**src/rtl/mem_pkg.sv**
```systemverilog
// Shared types and helpers for the memory access unit.
//   state_e  : access engine FSM states
//   OP_READ  : op code latched for a read transaction
//   OP_WRITE : op code latched for a write transaction
//   wrap_inc : address increment that wraps modulo 2**width
package mem_pkg;

  typedef enum logic [2:0] {
    StIdle,
    StWait,
    StAccess,
    StRdout,
    StDone
  } state_e;

  localparam logic OP_READ  = 1'b0;
  localparam logic OP_WRITE = 1'b1;

  function automatic int unsigned wrap_inc(input int unsigned a, input int unsigned width);
    int unsigned sum;
    sum = a + 32'd1;
    if (width >= 32) return sum;
    return sum & ((32'd1 << width) - 32'd1);
  endfunction

endpackage

```
**src/rtl/mem_access_unit_if.sv**
```systemverilog
// Request/acknowledge bus of the memory access unit.
//   master : datapath side, drives req/wr_rdn/addr/burst/abort/wdata
//   slave  : access unit side, drives wdata_ack/rdata/rdata_valid/busy/done/mar_q
interface mem_access_unit_if #(
  parameter int unsigned DATA_WIDTH = 8,
  parameter int unsigned ADDR_WIDTH = 8,
  parameter int unsigned BURST_W    = 3
);

  logic                  req;
  logic                  wr_rdn;
  logic [ADDR_WIDTH-1:0] addr;
  logic [BURST_W-1:0]    burst;
  logic                  abort;
  logic [DATA_WIDTH-1:0] wdata;
  logic                  wdata_ack;
  logic [DATA_WIDTH-1:0] rdata;
  logic                  rdata_valid;
  logic                  busy;
  logic                  done;
  logic [ADDR_WIDTH-1:0] mar_q;

  modport master (
    output req, wr_rdn, addr, burst, abort, wdata,
    input  wdata_ack, rdata, rdata_valid, busy, done, mar_q
  );

  modport slave (
    input  req, wr_rdn, addr, burst, abort, wdata,
    output wdata_ack, rdata, rdata_valid, busy, done, mar_q
  );

endinterface

```
**src/rtl/mem_access_unit_sp_ram.sv**
```systemverilog
// Single-port synchronous RAM, no reset on the array.
//   clk  : clock, rising edge
//   we   : write enable, wd stored at addr on the edge
//   addr : shared read/write address
//   wd   : write data
//   rd   : registered read data (old contents on a same-edge write)
module sp_ram #(
  parameter int unsigned DATA_WIDTH = 8,
  parameter int unsigned ADDR_WIDTH = 8
) (
  input  logic                  clk,
  input  logic                  we,
  input  logic [ADDR_WIDTH-1:0] addr,
  input  logic [DATA_WIDTH-1:0] wd,
  output logic [DATA_WIDTH-1:0] rd
);

  logic [DATA_WIDTH-1:0] mem [2**ADDR_WIDTH];

  always_ff @(posedge clk) begin
    if (we) mem[addr] <= wd;
    rd <= mem[addr];
  end

endmodule

```
**src/rtl/mem_access_unit.sv**
```systemverilog
// Memory access engine: MAR, MDR and a single-port RAM sequenced by an FSM.
// Handles wait states, multi-beat bursts with wrapping MAR increment and abort.
//   clk : clock, rising edge
//   rst : asynchronous active-low reset
//   bus : request/acknowledge bus (slave side), see mem_access_unit_if
module mem_access_unit
  import mem_pkg::*;
#(
  parameter int unsigned DATA_WIDTH  = 8,
  parameter int unsigned ADDR_WIDTH  = 8,
  parameter int unsigned WAIT_STATES = 1,
  parameter int unsigned BURST_W     = 3
) (
  input  logic              clk,
  input  logic              rst,
  mem_access_unit_if.slave  bus
);

  localparam logic [3:0] WaitInit = (WAIT_STATES > 0) ? 4'(WAIT_STATES - 1) : 4'd0;

  state_e                state_q, state_d;
  logic [ADDR_WIDTH-1:0] mar_q, mar_d;
  logic [DATA_WIDTH-1:0] mdr_q, mdr_d;
  logic [BURST_W-1:0]    beats_q, beats_d;
  logic [3:0]            wcnt_q, wcnt_d;
  logic                  op_q, op_d;

  logic                  start_beat;
  logic                  next_beat;
  logic                  wdata_ack;
  logic                  rdata_valid;
  logic                  ram_we;
  logic [ADDR_WIDTH-1:0] ram_addr;
  logic [DATA_WIDTH-1:0] ram_rd;

  always_comb begin
    state_d     = state_q;
    mar_d       = mar_q;
    mdr_d       = mdr_q;
    beats_d     = beats_q;
    wcnt_d      = wcnt_q;
    op_d        = op_q;
    start_beat  = 1'b0;
    next_beat   = 1'b0;
    wdata_ack   = 1'b0;
    rdata_valid = 1'b0;
    ram_we      = 1'b0;

    unique case (state_q)
      StIdle: begin
        if (bus.req && !bus.abort) begin
          mar_d      = bus.addr;
          beats_d    = bus.burst;
          op_d       = bus.wr_rdn;
          start_beat = 1'b1;
        end
      end
      StWait: begin
        if (bus.abort)          state_d = StIdle;
        else if (wcnt_q == '0)  state_d = StAccess;
        else                    wcnt_d  = wcnt_q - 4'd1;
      end
      StAccess: begin
        if (bus.abort) begin
          state_d = StIdle;
        end else if (op_q == OP_WRITE) begin
          wdata_ack = 1'b1;
          ram_we    = 1'b1;
          next_beat = 1'b1;
        end else begin
          mdr_d   = ram_rd;
          state_d = StRdout;
        end
      end
      StRdout: begin
        rdata_valid = 1'b1;
        if (bus.abort) state_d = StIdle;
        else           next_beat = 1'b1;
      end
      StDone:  state_d = StIdle;
      default: state_d = StIdle;
    endcase

    if (next_beat) begin
      if (beats_q == '0) begin
        state_d = StDone;
      end else begin
        beats_d    = beats_q - 1'b1;
        mar_d      = ADDR_WIDTH'(wrap_inc(32'(mar_q), ADDR_WIDTH));
        start_beat = 1'b1;
      end
    end

    if (start_beat) begin
      if (WAIT_STATES > 0) begin
        state_d = StWait;
        wcnt_d  = WaitInit;
      end else begin
        state_d = StAccess;
      end
    end
  end

  // The RAM read is registered, so reads are addressed with the next MAR value:
  // the word for MAR is then on ram_rd throughout the read ACCESS cycle.
  // Writes address the current MAR.
  assign ram_addr = (state_q == StAccess && op_q == OP_WRITE) ? mar_q : mar_d;

  always_ff @(posedge clk or negedge rst) begin
    if (!rst) begin
      state_q <= StIdle;
      mar_q   <= '0;
      mdr_q   <= '0;
      beats_q <= '0;
      wcnt_q  <= '0;
      op_q    <= OP_READ;
    end else begin
      state_q <= state_d;
      mar_q   <= mar_d;
      mdr_q   <= mdr_d;
      beats_q <= beats_d;
      wcnt_q  <= wcnt_d;
      op_q    <= op_d;
    end
  end

  sp_ram #(
    .DATA_WIDTH (DATA_WIDTH),
    .ADDR_WIDTH (ADDR_WIDTH)
  ) u_ram (
    .clk  (clk),
    .we   (ram_we),
    .addr (ram_addr),
    .wd   (bus.wdata),
    .rd   (ram_rd)
  );

  assign bus.wdata_ack   = wdata_ack;
  assign bus.rdata_valid = rdata_valid;
  assign bus.rdata       = mdr_q;
  assign bus.busy        = (state_q != StIdle);
  assign bus.done        = (state_q == StDone);
  assign bus.mar_q       = mar_q;

endmodule

```
**src/flat_wrapper.sv**
```systemverilog
// flat-port wrapper written by rule: the top's interface ports become plain ports
module mem_access_unit_flat import mem_pkg::*;
#(
  parameter int unsigned DATA_WIDTH  = 8,
  parameter int unsigned ADDR_WIDTH  = 8,
  parameter int unsigned WAIT_STATES = 1,
  parameter int unsigned BURST_W     = 3
)
  (clk, rst, bus_req, bus_wr_rdn, bus_addr, bus_burst, bus_abort, bus_wdata, bus_wdata_ack, bus_rdata, bus_rdata_valid, bus_busy, bus_done, bus_mar_q);
  mem_access_unit_if #(.DATA_WIDTH(DATA_WIDTH), .ADDR_WIDTH(ADDR_WIDTH), .BURST_W(BURST_W)) bus_i ();
  input  logic clk;
  input  logic rst;
  input wire logic [$bits(bus_i.req)-1:0] bus_req;
  input wire logic [$bits(bus_i.wr_rdn)-1:0] bus_wr_rdn;
  input wire logic [$bits(bus_i.addr)-1:0] bus_addr;
  input wire logic [$bits(bus_i.burst)-1:0] bus_burst;
  input wire logic [$bits(bus_i.abort)-1:0] bus_abort;
  input wire logic [$bits(bus_i.wdata)-1:0] bus_wdata;
  output wire logic [$bits(bus_i.wdata_ack)-1:0] bus_wdata_ack;
  output wire logic [$bits(bus_i.rdata)-1:0] bus_rdata;
  output wire logic [$bits(bus_i.rdata_valid)-1:0] bus_rdata_valid;
  output wire logic [$bits(bus_i.busy)-1:0] bus_busy;
  output wire logic [$bits(bus_i.done)-1:0] bus_done;
  output wire logic [$bits(bus_i.mar_q)-1:0] bus_mar_q;
  assign bus_i.req = bus_req;
  assign bus_i.wr_rdn = bus_wr_rdn;
  assign bus_i.addr = bus_addr;
  assign bus_i.burst = bus_burst;
  assign bus_i.abort = bus_abort;
  assign bus_i.wdata = bus_wdata;
  assign bus_wdata_ack = bus_i.wdata_ack;
  assign bus_rdata = bus_i.rdata;
  assign bus_rdata_valid = bus_i.rdata_valid;
  assign bus_busy = bus_i.busy;
  assign bus_done = bus_i.done;
  assign bus_mar_q = bus_i.mar_q;
  mem_access_unit #(.DATA_WIDTH(DATA_WIDTH), .ADDR_WIDTH(ADDR_WIDTH), .WAIT_STATES(WAIT_STATES), .BURST_W(BURST_W)) u_core (.clk(clk), .rst(rst), .bus(bus_i));
endmodule
```
**config.mk**
```make
export PLATFORM = sky130hd
export DESIGN_NAME = mem_access_unit_flat
export DESIGN_NICKNAME = d
export VERILOG_FILES = /design/src/rtl/mem_pkg.sv /design/src/rtl/mem_access_unit_if.sv /design/src/rtl/mem_access_unit_sp_ram.sv /design/src/rtl/mem_access_unit.sv /design/src/flat_wrapper.sv
export SDC_FILE = /design/constraint.sdc
export NUM_CORES = 2
export LEC_CHECK = 0
export BUFFER_PORTS_ARGS = -buffer_cell sky130_fd_sc_hd__buf_2
export CAP_MARGIN = 20
export CORE_MARGIN = 8
export CORE_UTILIZATION = 50
export CTS_CLUSTER_DIAMETER = 120
export DETAILED_ROUTE_END_ITERATION = 6
export GPL_ROUTABILITY_DRIVEN = 0
export PLACE_DENSITY = 0.68
export SYNTH_ARGS = -nofsm -noshare
export SYNTH_HDL_FRONTEND = slang
export SYNTH_SLANG_ARGS = --single-unit
```
**constraint.sdc**
```tcl
create_clock -name clk -period 3.35 [get_ports clk]
set_input_delay 0.1675 -clock clk [delete_from_list [all_inputs] [get_ports clk]]
set_output_delay 0.1675 -clock clk [all_outputs]
set_load 0.1 [all_outputs]
```
# Word level (Yosys, flattened, before mapping)
# Memory sizes are Yosys's and may differ from the RTL's. A register that Yosys moved wholly into a read port is not among the register bits.
# Index checks and enable logic that the tools add are counted.
# W data, S select, Z words.
# word_totals
register_bits,27
ramBits,2048
input_bits,24
word_cells,63
memories,1
# mem_list
memory,depth,width,read_ports,rd_clocked_by_memory_dff,wr,line,text
u_core.u_ram.mem,256,8,1,1,1,mem_access_unit_sp_ram.sv:18,logic [DATA_WIDTH-1:0] mem [2**ADDR_WIDTH];
# classes
n_addsub,3
n_eq_ne,6
n_mux,34
bitwise_logic,2
reduce_logical,11
# op_table
op,n
$mux W8,5
$mux W3,12
$mux W4,4
$pmux W3 S4,1
$mux W1,11
$add A8 B1 Y8 const B,1
$eq A3 B2 Y1 const B,2
$logic_not A3 Y1,2
$reduce_and A3 Y1,2
$logic_not A4 Y1,1
$ne A2 B1 Y1 const B,2
$sub A4 B1 Y4 const B,1
$eq A3 B1 Y1 const B,1
$eq A3 B3 Y1 const B,1
$reduce_bool A3 Y1,1
$sub A3 B1 Y3 const B,1
$logic_and A1 B1 Y1,2
$not A1 Y1,2
$pmux W1 S2,1
$reduce_and A2 Y1,1
$reduce_bool A2 Y1,1
$logic_not A1 Y1,1

# Logic depth before layout (Yosys ltp)
# depth
word_depth,8
ltp_mapped,18
ltp_nobuf,12

# Modules after synthesis
# From an unflattened synthesis, not the netlist that was laid out.
# hier_totals
hier_cells,3719
hier_area_um2,80230.7
# by_module_without_submodules
module,n_inst,cells_per_inst,area_per_inst_um2,seq_area_each_um2
sp_ram,1,3547,78492.8,61659.1
mem_access_unit,1,172,1737.9,675.6

# Least setup slack after synthesis
# No wires, ideal clock.
# synth_timing
path_type,flip-flop to flip-flop
startpoint,register u_core.state_q[0]
endpoint,"memory u_core.u_ram.mem[103][0], enable pin"
setup_time_ns,0.370
arrival_time_ns,3.652
required_time_ns,2.980
slack_ns,-0.673
path_stages_with_launch,9
path_cell_list,dfrtp_1 -> buf_2 -> or4b_4 -> buf_6 -> nor2_1 -> and3_1 -> nand2_1 -> clkbuf_1 -> nor2_1
# synth_between
elab_cells_between_ends,12
# synth_rtl
item,line,text
start: declaration,mem_access_unit.sv:21,"state_e state_q, state_d;"
start signal: assignment,mem_access_unit.sv:111,state_q <= StIdle;
start signal: assignment,mem_access_unit.sv:118,state_q <= state_d;
$eq A3 B2 Y1,-,
$mux W1,-,
net bus_wdata_ack,flat_wrapper.sv:19,output wire logic [$bits(bus_i.wdata_ack)-1:0] bus_wdata_ack;
$mux W1,mem_access_unit_sp_ram.sv:21,if (we) mem[addr] <= wd;
$mux W1 (not written as such),mem_access_unit_sp_ram.sv:21,
end: declaration,mem_access_unit_sp_ram.sv:18,
# The timed path passes the listed nets, and every way through them passes these cells.

# Final worst setup path
# layout_timing
startpoint,register u_core.state_q[2]
endpoint,"register u_core.u_ram.rd[1], read port of u_core.u_ram.mem"
# layout_between
elab_chain_len,5
elab_cells_between_ends,9
# layout_lines
item,line,text
$logic_not A3 Y1,mem_access_unit.sv:49,unique case (state_q)
$mux W8,mem_access_unit.sv:49,
$mux W8,mem_access_unit.sv:85,if (beats_q == '0) begin
$mux W8,mem_access_unit.sv:84,if (next_beat) begin
$mux W8 *,mem_access_unit.sv:107,assign ram_addr = (state_q == StAccess && op_q == OP_WRITE) ? mar_q : mar_d;
end: declaration,mem_access_unit_sp_ram.sv:15,output logic [DATA_WIDTH-1:0] rd
# Mark *: on every way between the ends. The rest lies on a longest branch, timed or not.
# A chain may end at the register's enable or synchronous reset.

==> results.toml <==
[route]
wirelength_um = 211000
first_pass_iters = 7
vias_per_cell = 6.11
drt_iter0_drc = 5261
drc = 4
via_count = 44200
postRouteAntennaNets = 0
avgRoutedWirePerCell_um = 29.2

[synthesis]
synth_top_area_share_pct = 76.2
synth_edf_count = 2048
ys_async_sr_fraction_pct = 1.30
syn_avg_cell_area_um2 = 19.5
ys.flop_type = "edfxtp_1"
ys_seq_area_share_pct = 77.2
synth.area.top_cells = "edfxtp_1 76%, mux4_2 10%, mux2i_1 2.0%"
synth_commonest_cells = "2048 x edfxtp_1, 366 x mux4_2, 301 x nand2_1"
postSynthCellCount = 4147
yosysMostFrequentCell = "edfxtp_1"
synth_cell_types = 69
ys.warnings.count = 0
synth_nets = 4175
ys_seq_elements = 2083
netlist.top_cell.by_area = "edfxtp_1"
synth_area_um2 = 80700

[power_and_ir_drop]
p_comb_share_pct = 34.2
clockPowerShare_pct = 28.6
total_power_uw = 77900
cellPowerDensity_nw_per_um2 = 782
seqPwrFrac_pct = 37.3
swShare_pct = 30.9
switchingPower_uw = 24100
p_int_uw = 53800
peakVddDrop_v = 0.000587
leakage_uw = 0.0325

[sta]
tightest_slew_ps = 1080
rsz0062_at_grt = "true"
finalWorstSetupSlack_ps = -541
setup_viol = 1848
final-max-slew-violation-count = 0
final-hold-violation-count = 0
fin_skew_ps = 27.6
timing.final.crit_period_ps = 3890
max_freq_mhz = 257
finalSetupTns_ps = -244100
layout_worst_path_cycle_share_pct = 116
relSlewSlack_pct = 28.1
hold_slack_ps = 72.9

[floorplanning]
start_util_pct = 50.3
die_x_um = 418
dieArea_um2 = 175000
fp.dieH_um = 418
io_pins = 44
fp.coreArea_um2 = 160000
fp-row-count = 147

[clock_tree]
clk_pin_slew_ps = 60
cts_buffer_depth = 3
cts_buffers = 203
clkLatencyLatePin_ps = 820
cts-root-buf = "clkbuf_16"
clock_sinks = 2083
cts_tree = "yes"
h-tree-depth = 4

[finish]
drive_gt1_share_pct = 34.9
synthToLayoutAreaGrowth_pct = 23.4
finish.utilization_pct = 62.1
fin_cells = 7238
finalNetCount = 4934

[global_routing]
grt_pass1_vias = 44300
grt_max_degree = 153
antenna_found_initial = 6
grt.overflow.total = 0
grt_pass1_wl_um = 304000
grt_usage_pct = 23.6

[hold_path]
hold_path.class = "input port to asynchronous set/reset pin"

[placement]
hpwl_um = 130000
port_buffers = 43
dp_cells = 6728

[worst_setup_path]
crit_fanout = 7
end_kind = "flip-flop"
worstPathArrival_ps = 4580
cpMostUsedCell = "buf_4"
worstSetupPathType = "flip-flop to flip-flop"
critPathTopFamily = "buffers and inverters"
slowest_stage = "or4_4"
startpoint_type = "flip-flop"
crit_chain = "or4_4 > nor2_4 > o21ai_4 > a21oi_4 > buf_6 > buf_12 > buf_12 > buf_4 > buf_4 > mux4_2 > a22o_1 > nor4_2 > buf_4 > o22ai_1 > o31ai_2 > buf_4 > nand4_1"
max_stage_delay_ps = 560
crit_buf_inv = 7
crit_required_ps = 4030

[run]
drv_cap = 0

[status]
violations = "design-rule violations, negative setup slack"
outcome = "complete, but fails checks"
==> power groups by stage <==
stage	Sequential [uW]	Combinational (uW)	Clock, uW
2_1_floorplan	30100	13100	0
3_3_place_gp	29600	23000	0
3_5_place_dp	29600	23200	0
4_1_cts	29000	25600	22500
5_1_grt	29000	27700	23500
6_report	29000	26600	22300
==> cells in the final DEF (no fill, tap or decap), types with 34 or more instances in the layout <==
master         Yosys  final
o22ai_1           87     84
a22oi_1           88     66
nor2_1           285    104
clkbuf_1          76     52
mux2i_1          165    165
clkinv_1           0     48
nor2_4             1    157
mux4_2           366    366
buf_6             29     44
clkbuf_16          0    217
edfxtp_1        2048   2048
buf_12             0    152
buf_2            121     35
a22o_1            83     82
buf_4             29    501
dlygate4sd3_1      0     34
a21oi_1          131    119
nand2_1          301    282
==> worst reg2reg max path, stage by stage (launching register included) <==
cell and delay (ps):
dfrtp_1 380, or4_4 560, nor2_4 140, o21ai_4 90
a21oi_4 200, buf_6 170, buf_12 160, buf_12 140
buf_4 120, buf_4 110, mux4_2 510, a22o_1 270
nor4_2 150, buf_4 150, o22ai_1 80, o31ai_2 240
buf_4 180, nand4_1 100
==> final cells by class <==
cell class | instances | area (um2)
Fill cell | 10900 | 60800
Multi-Input combinational cell | 1796 | 19200
Antenna cell | 3 | 7.51
Sequential cell | 2083 | 62300
Clock inverter | 111 | 992
Tap cell | 2160 | 2700
Timing Repair Buffer | 811 | 8870
Clock buffer | 263 | 5450
Inverter | 11 | 41.3
==> cell families after synthesis <==
logic type / after synthesis / share of synthesized area (%)
flip-flops: 2083 / 77.2
multiplexers: 539 / 12.4
AO/OA/AOI/OAI: 566 / 5.01
buffers and inverters: 268 / 1.84
AND/OR/NAND/NOR: 684 / 3.47
adder cells (fa/ha/maj): 4 / 0.0620
XOR/XNOR: 3 / 0.0326
==> worst paths after layout <==
check	cells past startpoint	startpoint	slack [ps]	end
hold reg to reg	1	u_core.bus.rdata[3]$_DFFE_PN0P_	510	u_core.bus.rdata[3]$_DFFE_PN0P_
max in group asynchronous	2	rst	2680	u_core.bus.mar_q[0]$_DFF_PN0_
hold / removal	2	rst	70	u_core.bus.rdata[5]$_DFFE_PN0P_
min in group clk	4	bus_abort	300	u_core.state_q[1]$_DFF_PN0_
setup reg to reg	17	u_core.state_q[2]$_DFF_PN0_	-540	u_core.u_ram.rd[1]$_DFF_P_
setup / recovery	17	u_core.state_q[2]$_DFF_PN0_	-540	u_core.u_ram.rd[1]$_DFF_P_
==> stage by stage <==
| step | setup WS (ps) | area, um2 |
|---|---|---|
| after floorplan | -124 | 81800 |
| after global placement | -1250 | 89900 |
| after detailed placement | -1180 | 89900 |
| after CTS | -482 | 98700 |
| after global routing | -646 | 99600 |
| final | -541 | 99600 |
==> state kept, by name (all words and copies together), names as in the netlist <==
| signal | flops |
|---|---|
| u_core.beats_q | 3 |
| u_core.bus.mar_q | 8 |
| u_core.bus.rdata | 8 |
| u_core.op_q | 1 |
| u_core.state_q | 3 |
| u_core.u_ram.mem | 2048 |
| u_core.u_ram.rd | 8 |
| u_core.wcnt_q | 4 |
==> repair_timing <==
| item | 4_1_cts | 5_1_grt |
|---|---|---|
| buffers inserted | 60 | 26 |
| gates resized for setup | 206 | 108 |
| hold buffers | 34 | 0 |
| hold endpoints to repair | 646 | 0 |
| pin swaps | 43 | 31 |
| gates cloned | 9 | 8 |
| setup endpoints to repair | 2056 | 2056 |
==> routing by layer <==
layer  part of all wire, %  vias to the layer above  GRT usage, %
li1                      -                    18600             -
met1                    39                    23000          32.4
met2                    49                     2155          38.7
met3                   8.5                      429          4.42
met4                   3.6                        6          7.86
met5                 0.019                        -             0
(Power assumes the default switching activity.)
